$ cat src/rtl/riscv_mc_pkg.sv
// Shared types and encodings for the multicycle RISC-V control unit.
package riscv_mc_pkg;

  typedef enum logic [3:0] {
    S_FETCH    = 4'd0,
    S_DECODE   = 4'd1,
    S_MEMADR   = 4'd2,
    S_MEMREAD  = 4'd3,
    S_MEMWB    = 4'd4,
    S_MEMWRITE = 4'd5,
    S_EXECR    = 4'd6,
    S_ALUWB    = 4'd7,
    S_EXECI    = 4'd8,
    S_JAL      = 4'd9,
    S_BRANCH   = 4'd10
  } state_t;

  localparam logic [6:0] OP_LOAD   = 7'b0000011;
  localparam logic [6:0] OP_STORE  = 7'b0100011;
  localparam logic [6:0] OP_RTYPE  = 7'b0110011;
  localparam logic [6:0] OP_ITYPE  = 7'b0010011;
  localparam logic [6:0] OP_JAL    = 7'b1101111;
  localparam logic [6:0] OP_BRANCH = 7'b1100011;

  localparam logic [1:0] ALUOP_ADD   = 2'b00;
  localparam logic [1:0] ALUOP_SUB   = 2'b01;
  localparam logic [1:0] ALUOP_FUNCT = 2'b10;

  localparam logic [2:0] ALU_ADD = 3'b000;
  localparam logic [2:0] ALU_SUB = 3'b001;
  localparam logic [2:0] ALU_AND = 3'b010;
  localparam logic [2:0] ALU_OR  = 3'b011;
  localparam logic [2:0] ALU_SLT = 3'b101;

  localparam logic [1:0] RES_ALUOUT    = 2'b00;
  localparam logic [1:0] RES_DATA      = 2'b01;
  localparam logic [1:0] RES_ALURESULT = 2'b10;

  localparam logic [1:0] SRCA_PC    = 2'b00;
  localparam logic [1:0] SRCA_OLDPC = 2'b01;
  localparam logic [1:0] SRCA_RS1   = 2'b10;

  localparam logic [1:0] SRCB_RS2  = 2'b00;
  localparam logic [1:0] SRCB_IMM  = 2'b01;
  localparam logic [1:0] SRCB_FOUR = 2'b10;

  localparam logic [1:0] IMM_I = 2'b00;
  localparam logic [1:0] IMM_S = 2'b01;
  localparam logic [1:0] IMM_B = 2'b10;
  localparam logic [1:0] IMM_J = 2'b11;

  // funct3 values the ALU supports for R-type / OP-IMM
  function automatic logic funct3_is_alu(input logic [2:0] f3);
    return (f3 == 3'b000) || (f3 == 3'b010) || (f3 == 3'b110) || (f3 == 3'b111);
  endfunction

endpackage

$ cat src/rtl/riscv_alu_decoder.sv
// Maps ALUOp plus instruction fields to an ALU operation and flags unsupported funct3.
module riscv_alu_decoder
  import riscv_mc_pkg::*;
(
  input  logic [1:0] alu_op,
  input  logic [2:0] funct3,
  input  logic       op_5,
  input  logic       funct7_5,
  output logic [2:0] alu_control,
  output logic       funct3_bad
);

  always_comb begin
    alu_control = ALU_ADD;
    funct3_bad  = 1'b0;
    case (alu_op)
      ALUOP_SUB: alu_control = ALU_SUB;
      ALUOP_FUNCT: begin
        case (funct3)
          3'b000:  alu_control = (op_5 && funct7_5) ? ALU_SUB : ALU_ADD;
          3'b010:  alu_control = ALU_SLT;
          3'b110:  alu_control = ALU_OR;
          3'b111:  alu_control = ALU_AND;
          default: funct3_bad  = 1'b1;
        endcase
      end
      default: alu_control = ALU_ADD;
    endcase
  end

endmodule

$ cat src/rtl/riscv_mc_control.sv
// Multicycle control FSM: sequences fetch/decode/execute/memory/writeback over a
// shared memory port, tracks retired instructions and a sticky illegal flag.
module riscv_mc_control
  import riscv_mc_pkg::*;
#(
  parameter int unsigned CNT_WIDTH     = 32,
  parameter bit          MEM_HANDSHAKE = 1'b1
) (
  input  logic                 clk,
  input  logic                 rst,
  input  logic [6:0]           op,
  input  logic [2:0]           funct3,
  input  logic                 funct7_5,
  input  logic                 zero,
  input  logic                 mem_ready,
  output logic                 mem_req,
  output logic                 mem_write,
  output logic                 adr_src,
  output logic                 ir_write,
  output logic                 pc_write,
  output logic                 reg_write,
  output logic [1:0]           result_src,
  output logic [1:0]           alu_src_a,
  output logic [1:0]           alu_src_b,
  output logic [1:0]           imm_src,
  output logic [2:0]           alu_control,
  output logic                 illegal,
  output logic [CNT_WIDTH-1:0] instret,
  output logic [3:0]           state
);

  state_t               state_q, state_d;
  logic                 illegal_q, illegal_d;
  logic [CNT_WIDTH-1:0] instret_q, instret_d;
  logic [1:0]           alu_op;
  logic                 funct3_bad;
  logic                 rdy;
  logic                 is_alu_op;

  assign rdy       = MEM_HANDSHAKE ? mem_ready : 1'b1;
  assign is_alu_op = (op == OP_RTYPE) || (op == OP_ITYPE);

  riscv_alu_decoder u_alu_dec (
    .alu_op      (alu_op),
    .funct3      (funct3),
    .op_5        (op[5]),
    .funct7_5    (funct7_5),
    .alu_control (alu_control),
    .funct3_bad  (funct3_bad)
  );

  always_comb begin
    imm_src = IMM_I;
    case (op)
      OP_STORE:  imm_src = IMM_S;
      OP_BRANCH: imm_src = IMM_B;
      OP_JAL:    imm_src = IMM_J;
      default:   imm_src = IMM_I;
    endcase
  end

  always_comb begin
    state_d    = state_q;
    illegal_d  = illegal_q;
    instret_d  = instret_q;
    alu_op     = ALUOP_ADD;
    mem_req    = 1'b0;
    mem_write  = 1'b0;
    adr_src    = 1'b0;
    ir_write   = 1'b0;
    pc_write   = 1'b0;
    reg_write  = 1'b0;
    result_src = RES_ALUOUT;
    alu_src_a  = SRCA_PC;
    alu_src_b  = SRCB_RS2;

    case (state_q)
      S_FETCH: begin
        mem_req    = 1'b1;
        alu_src_b  = SRCB_FOUR;
        result_src = RES_ALURESULT;
        // Write enables stay low while reset is held, whatever mem_ready does
        ir_write   = rdy && !rst;
        pc_write   = rdy && !rst;
        if (rdy) state_d = S_DECODE;
      end
      S_DECODE: begin
        alu_src_a = SRCA_OLDPC;
        alu_src_b = SRCB_IMM;
        case (op)
          OP_LOAD, OP_STORE: state_d = S_MEMADR;
          OP_RTYPE:          state_d = S_EXECR;
          OP_ITYPE:          state_d = S_EXECI;
          OP_JAL:            state_d = S_JAL;
          OP_BRANCH:         state_d = S_BRANCH;
          default: begin
            state_d   = S_FETCH;
            illegal_d = 1'b1;
          end
        endcase
      end
      S_MEMADR: begin
        alu_src_a = SRCA_RS1;
        alu_src_b = SRCB_IMM;
        state_d   = op[5] ? S_MEMWRITE : S_MEMREAD;
      end
      S_MEMREAD: begin
        mem_req = 1'b1;
        adr_src = 1'b1;
        if (rdy) state_d = S_MEMWB;
      end
      S_MEMWB: begin
        result_src = RES_DATA;
        reg_write  = 1'b1;
        state_d    = S_FETCH;
      end
      S_MEMWRITE: begin
        mem_req   = 1'b1;
        mem_write = 1'b1;
        adr_src   = 1'b1;
        if (rdy) state_d = S_FETCH;
      end
      S_EXECR: begin
        alu_src_a = SRCA_RS1;
        alu_src_b = SRCB_RS2;
        alu_op    = ALUOP_FUNCT;
        illegal_d = illegal_q | funct3_bad;
        state_d   = S_ALUWB;
      end
      S_EXECI: begin
        alu_src_a = SRCA_RS1;
        alu_src_b = SRCB_IMM;
        alu_op    = ALUOP_FUNCT;
        illegal_d = illegal_q | funct3_bad;
        state_d   = S_ALUWB;
      end
      S_ALUWB: begin
        // JAL also lands here and always writes the link register
        result_src = RES_ALUOUT;
        reg_write  = !(is_alu_op && !funct3_is_alu(funct3));
        state_d    = S_FETCH;
      end
      S_JAL: begin
        alu_src_a  = SRCA_OLDPC;
        alu_src_b  = SRCB_FOUR;
        result_src = RES_ALUOUT;
        pc_write   = 1'b1;
        state_d    = S_ALUWB;
      end
      S_BRANCH: begin
        alu_src_a  = SRCA_RS1;
        alu_src_b  = SRCB_RS2;
        alu_op     = ALUOP_SUB;
        result_src = RES_ALUOUT;
        case (funct3)
          3'b000:  pc_write  = zero;
          3'b001:  pc_write  = !zero;
          default: illegal_d = 1'b1;
        endcase
        state_d = S_FETCH;
      end
      default: state_d = S_FETCH;
    endcase

    if ((state_d == S_FETCH) &&
        ((state_q == S_MEMWB) || (state_q == S_MEMWRITE) ||
         (state_q == S_ALUWB) || (state_q == S_BRANCH)))
      instret_d = instret_q + CNT_WIDTH'(1);
  end

  always_ff @(posedge clk or posedge rst) begin
    if (rst) begin
      state_q   <= S_FETCH;
      illegal_q <= 1'b0;
      instret_q <= '0;
    end else begin
      state_q   <= state_d;
      illegal_q <= illegal_d;
      instret_q <= instret_d;
    end
  end

  assign state   = state_q;
  assign illegal = illegal_q;
  assign instret = instret_q;

endmodule

$ cat config.mk
export PLATFORM = sky130hd
export DESIGN_NAME = riscv_mc_control
export DESIGN_NICKNAME = d
export VERILOG_FILES = /design/src/rtl/riscv_mc_pkg.sv /design/src/rtl/riscv_alu_decoder.sv /design/src/rtl/riscv_mc_control.sv
export SDC_FILE = /design/constraint.sdc
export NUM_CORES = 1
export LEC_CHECK = 0
export ABC_AREA = 0
export CORE_ASPECT_RATIO = 2
export CORE_MARGIN = 2
export CORE_UTILIZATION = 51
export CTS_CLUSTER_DIAMETER = 40
export DETAILED_ROUTE_END_ITERATION = 8
export PLACE_DENSITY = 0.85
export SLEW_MARGIN = 5
export SYNTH_ARGS = -nofsm -noshare
export SYNTH_HDL_FRONTEND = slang
export SYNTH_HIERARCHICAL = 1
export SYNTH_SLANG_ARGS = --single-unit
$ cat constraint.sdc
create_clock -name clk -period 4.1 [get_ports clk]
set_clock_uncertainty 0.15 [all_clocks]
set_input_delay 0.82 -clock clk [delete_from_list [all_inputs] [get_ports clk]]
set_output_delay 0.82 -clock clk [all_outputs]
set_load 0.02 [all_outputs]
# [Yosys cells after proc, flatten, opt, wreduce, memory -nomap -nowiden]
# Cells that the tools add are included.
# W data, S select, Z words.
[classes] addsub=1 n_eq_ne=24 muxes=26 bitwise_logic=1 reduce_logical=32
[ops] operator="$add A32 B1 Y32 const B" n=1
[ops] operator="$pmux W4 S6" n=1
[ops] operator="$pmux W4 S5" n=1
[ops] operator="$eq A4 B3 Y1 const B" n=4
[ops] operator="$pmux W2 S2" n=4
[ops] operator="$eq A7 B6 Y1 const B" n=2
[ops] operator="$eq A7 B7 Y1 const B" n=2
[ops] operator="$eq A4 B4 Y1 const B" n=3
[ops] operator="$mux W4" n=3
[ops] operator="$pmux W3 S4" n=1
[ops] operator="$reduce_or A2 Y1" n=6
[ops] operator="$mux W1" n=9
[ops] operator="$reduce_or A3 Y1" n=3
[ops] operator="$eq A4 B2 Y1 const B" n=2
[ops] operator="$logic_not A4 Y1" n=2
[ops] operator="$reduce_or A4 Y1" n=2
[ops] operator="$eq A7 B2 Y1 const B" n=1
[ops] operator="$eq A7 B5 Y1 const B" n=1
[ops] operator="$logic_or A1 B1 Y1" n=7
[ops] operator="$eq A3 B3 Y1 const B" n=2
[ops] operator="$pmux W1 S3" n=2
[ops] operator="$pmux W2 S3" n=1
[ops] operator="$pmux W3 S2" n=1
[ops] operator="$reduce_or A6 Y1" n=1
[ops] operator="other kinds (14)" n=22
[word_totals] reg_bits=37 inputBits=15 output_inout_bits=54

# [Depth between registers and ports, before layout]
[logic_depth] word_depth=8 ltp_mapped=8 mapped_depth_nobuf=7

# [Cells and area by module]
# Netlist, hierarchy kept.
[by_module_without_submodules] module="riscv_mc_control" n_inst=1 cells_each=222 area_each_um2=2248.4 seq_area_each_um2=925.9
[by_module_without_submodules] module="riscv_alu_decoder" n_inst=1 cells_each=15 area_each_um2=112.6 seq_area_each_um2=0.0

# [Worst setup path before layout]
# Ideal clock, no wire load.
[synth_timing] path_kind="register to output" from="register state_q[1] (netlist: state[1])" to="output port alu_control[2]" arrival_ns=2.300 slack_ns=0.830 path_stages_with_launch=6 cell_sequence="dfrtp_1 clkbuf_1 or3b_2 a21oi_1 ha_1 nor4_1"
[synth_via] elab_chain_len=5 word_cells_on_any_way=8 cone_classes="eq/ne: 5; mux: 2; reduce/logical: 1"
[synth_lines] element="start, declared" line="riscv_mc_control.sv:32" text="state_t state_q, state_d;"
[synth_lines] element="start signal, assigned" line="riscv_mc_control.sv:177" text="state_q <= state_d;"
[synth_lines] element="$eq A4 B4 Y1 / $eq A4 B3 Y1 (equally long branches)" line="riscv_mc_control.sv:77" text="case (state_q)"
[synth_lines] element="$reduce_or A2 Y1 (no line)"
[synth_lines] element="$pmux W2 S2 (*)" line="riscv_mc_control.sv:77"
[synth_lines] element="named net alu_op[1]" line="riscv_mc_control.sv:35" text="logic [1:0] alu_op;"
[synth_lines] element="$eq A2 B2 Y1 / $eq A2 B1 Y1 (equally long branches)" line="riscv_alu_decoder.sv:16" text="case (alu_op)"
[synth_lines] element="$pmux W3 S2 (*)" line="riscv_alu_decoder.sv:16"
[synth_lines] element="end, declared" line="riscv_mc_control.sv:26" text="output logic [2:0] alu_control,"
# The timed path passes the listed nets; every way through them passes the cells marked *.

# [Worst setup path in the final report]
[layout_timing] from="input port op[2]" to="output port reg_write"
[layout_via] elab_chain_len=5 word_cells_on_any_way=6 cone_classes="eq/ne: 2; mux: 1; reduce/logical: 3"
[layout_lines] element="start, declared" line="riscv_mc_control.sv:11" text="input logic [6:0] op,"
[layout_lines] element="$eq A7 B6 Y1 / $eq A7 B5 Y1 (equally long branches)" line="riscv_mc_control.sv:41" text="assign is_alu_op = (op == OP_RTYPE) || (op == OP_ITYPE);"
[layout_lines] element="$logic_or A1 B1 Y1 (*)" line="riscv_mc_control.sv:41"
[layout_lines] element="$logic_and A1 B1 Y1 (*)" line="riscv_mc_control.sv:140" text="reg_write = !(is_alu_op && !funct3_is_alu(funct3));"
[layout_lines] element="$logic_not A1 Y1 (*)" line="riscv_mc_control.sv:140"
[layout_lines] element="$pmux W1 S2 (*)" line="riscv_mc_control.sv:77"
[layout_lines] element="end, declared" line="riscv_mc_control.sv:21" text="output logic reg_write,"
# Every way passes the cells marked *; elsewhere a longest branch is shown, timed or not.

==> flow_summary_export.csv <==
group,metric,value,unit
status,status,"finished clean",
setup_path,cp.required,3.13,ns
logic_synthesis,avgSynthCellArea,9.96,sq um
logic_synthesis,ys_seq_area_frac,0.392,
global_routing,grt_pass1_wl,9650,microns
min_path,hold_class,"reg -> reg",
drt,routed_wl,5770,microns
logic_synthesis,yosysUniqueCellTypes,54,
timing,rsz0062_at_grt,"false",
global_routing,grt_start_max_net_pins,38,
final_layout,drive_gt1_frac,0.136,
clocking,ctsResizeCount,0,
setup_path,worstPathArrival,2.77,ns
global_routing,grt_overflow,0,
setup_path,cpMostUsedCell,"clkdlybuf4s50_1",
timing,finalSetupViolations,0,
logic_synthesis,synth_edf_count,0,
floorplanning,fp.coreArea,4510,sq um
setup_path,crit_path_cell_trace,"clkdlybuf4s50_1 -> nor4_1 -> a31o_2 -> a21oi_1 -> clkdlybuf4s50_1",
setup_path,cp_slowest_cell,"nor4_1",
timing,max_freq,268,MHz
setup_path,worstSetupPathType,"in -> out",
power_and_ir_drop,ir_worst_vdd,0.392,mV
final_layout,antenna_cells,0,
logic_synthesis,syn_area,2360,sq um
timing,tns,0,ns
drt,route.vias.total,2116,
timing,drv_slew,0,
drt,drt_iter0_drc,52,
place,dp_slack,0.403,ns
floorplanning,rows,35,
drt,avgRoutedWirePerCell,15.9,microns
clocking,cts_buffers,5,
timing,min_period,3.74,ns
floorplanning,die_x,52.1,microns
logic_synthesis,ys_async_sr_fraction,1.00,
clocking,cts.clk_slew.worst_paths,0.07,ns
setup_path,setup.worst_path.end_class,"primary output",
clocking,cts_setup_buffers,0,
logic_synthesis,synthCells,237,
global_routing,grtUsageTotal,0.239,
final_layout,final_cell_count_no_fill,363,
clocking,clk_path_buf_depth,2,
logic_synthesis,syn_nets,255,
logic_synthesis,ys.flop_type,"dfrtp_1",
drt,drc_errors,0,
global_routing,grt_pass1_vias,2124,
timing,fin_ws,0.364,ns
floorplanning,die_h,100,microns
clocking,clkSinkCount,37,
floorplanning,ioPinCount,69,
place,routabilityCongestion,0.850,
place,place_inst,355,
final_layout,final_common_cell,"clkdlybuf4s50_1",
setup_path,cp_slowest_stage_delay,0.60,ns
logic_synthesis,yosys_register_bits,37,
global_routing,antenna_found_initial,0,
final_layout,nets,325,
setup_path,path_max_fanout,5,
floorplanning,start_util,0.523,
timing,fin_crit_sh,0.911,
clocking,clock_latency,0.30,ns
floorplanning,die_area,5220,sq um
power_and_ir_drop,p_per_area,340,nW/um^2
clocking,holdBufCountCts,0,
clocking,htreeDepth,2,
power_and_ir_drop,leakage,0.00114,uW
timing,worst_slew_pin_slew,0.628,ns
timing,slew_headroom,0.577,
drt,first_pass_iters,4,
setup_path,start_kind,"input port",
clocking,tritoncts,"done",
place,hpwl,4160,microns
clocking,cts_root_buffer,"clkbuf_8",
timing,hold_violations,0,
final_layout,syn2layout_area_growth,36.3,%
logic_synthesis,yosys_warnings,6,
drt,ant_nets,0,
drt,vias_per_cell,5.83,
final_layout,final_cell_mix,"clkdlybuf4s50_1 (68), dfrtp_1 (37), xor2_1 (29)",
power_and_ir_drop,totalPowerFinal,1090,uW
place,port_buffers,68,
run,drv_cap,0,
[sequential cells by signal (all words and copies together), names as in the netlist]
name and cells:
illegal 1, state 4, instret 32
[layer usage]
metal / global-route usage / up-vias / wire [microns]
met5: 0 / - / 0
met4: 0.103 / 0 / 112
met3: 0.0565 / 10 / 304
met2: 0.370 / 75 / 2880
met1: 0.312 / 1022 / 2480
li1: - / 1009 / -
[worst max-delay path, delay by kind of cell]
kind            cells  cell delay (ns)
compound gates      2             0.32
buf+inv             2             1.02
simple gates        1             0.60
[cells by family after synthesis]
logic type                 after synthesis  synth area share
and+or+nand+nor                        113             0.332
DFF                                     37             0.392
xor gates and xnor gates                35             0.130
AOI/OAI and AO/OA                       26            0.0795
buffers and inverters                   20            0.0371
adders and majority gates                4            0.0201
muxes                                    2           0.00901
[synth_stat cells (3+ instances only)]
master | count | area (sq um)
nand3_1 | 7 | 35.0
nor2_1 | 10 | 37.5
nor4_2 | 10 | 125
nor3b_1 | 3 | 22.5
ha_1 | 3 | 37.5
or3_1 | 5 | 31.3
nand2b_1 | 6 | 37.5
nor4b_2 | 4 | 60.1
a21oi_1 | 6 | 30.0
buf_2 | 4 | 20.0
clkbuf_1 | 4 | 15.0
nand2_1 | 14 | 52.6
xor2_1 | 29 | 254
inv_1 | 10 | 37.5
nand4_1 | 8 | 50.1
o21ai_0 | 4 | 20.0
or2_2 | 3 | 18.8
dfrtp_1 | 37 | 926
nor3_1 | 15 | 75.1
xnor2_1 | 6 | 52.6
[where the power goes]
part	switching, uW	internal (uW)	total, uW
Sequential	42.6	389	431
Clock	137	198	335
Combinational	174	153	327
[through the flow]
step	util	area, sq um	hold slack, ns
2_1_floorplan	-	2360	0.428
3_3_place_gp	0.687	3100	0.307
3_5_place_dp	0.687	3100	0.325
4_1_cts	0.713	3220	0.338
5_1_grt	0.713	3220	0.353
6_report	0.713	3220	0.333
[final timing paths]
path | endpoint | slack [ns] | start | cells past startpoint
worst max-delay path | reg_write | 0.36 | op[2] | 5
worst min-delay path | illegal | 0.33 | illegal | 1
worst max register to register | illegal | 1.78 | state[0] | 7
worst min register to register | illegal | 0.33 | illegal | 1
max in group asynchronous | instret[14] | 2.63 | rst | 3
min in group asynchronous | state[0] | 0.84 | rst | 3
[cell type report]
type | instances | area, sq um
multi-input cells | 180 | 1350
clock buffers | 6 | 82.6
fillers | 349 | 1290
flip-flops and latches | 37 | 926
inverters | 10 | 37.5
clock inverters | 2 | 37.5
repair buffers | 73 | 718
well taps | 55 | 68.8
Power figures use the tool's default switching activity.
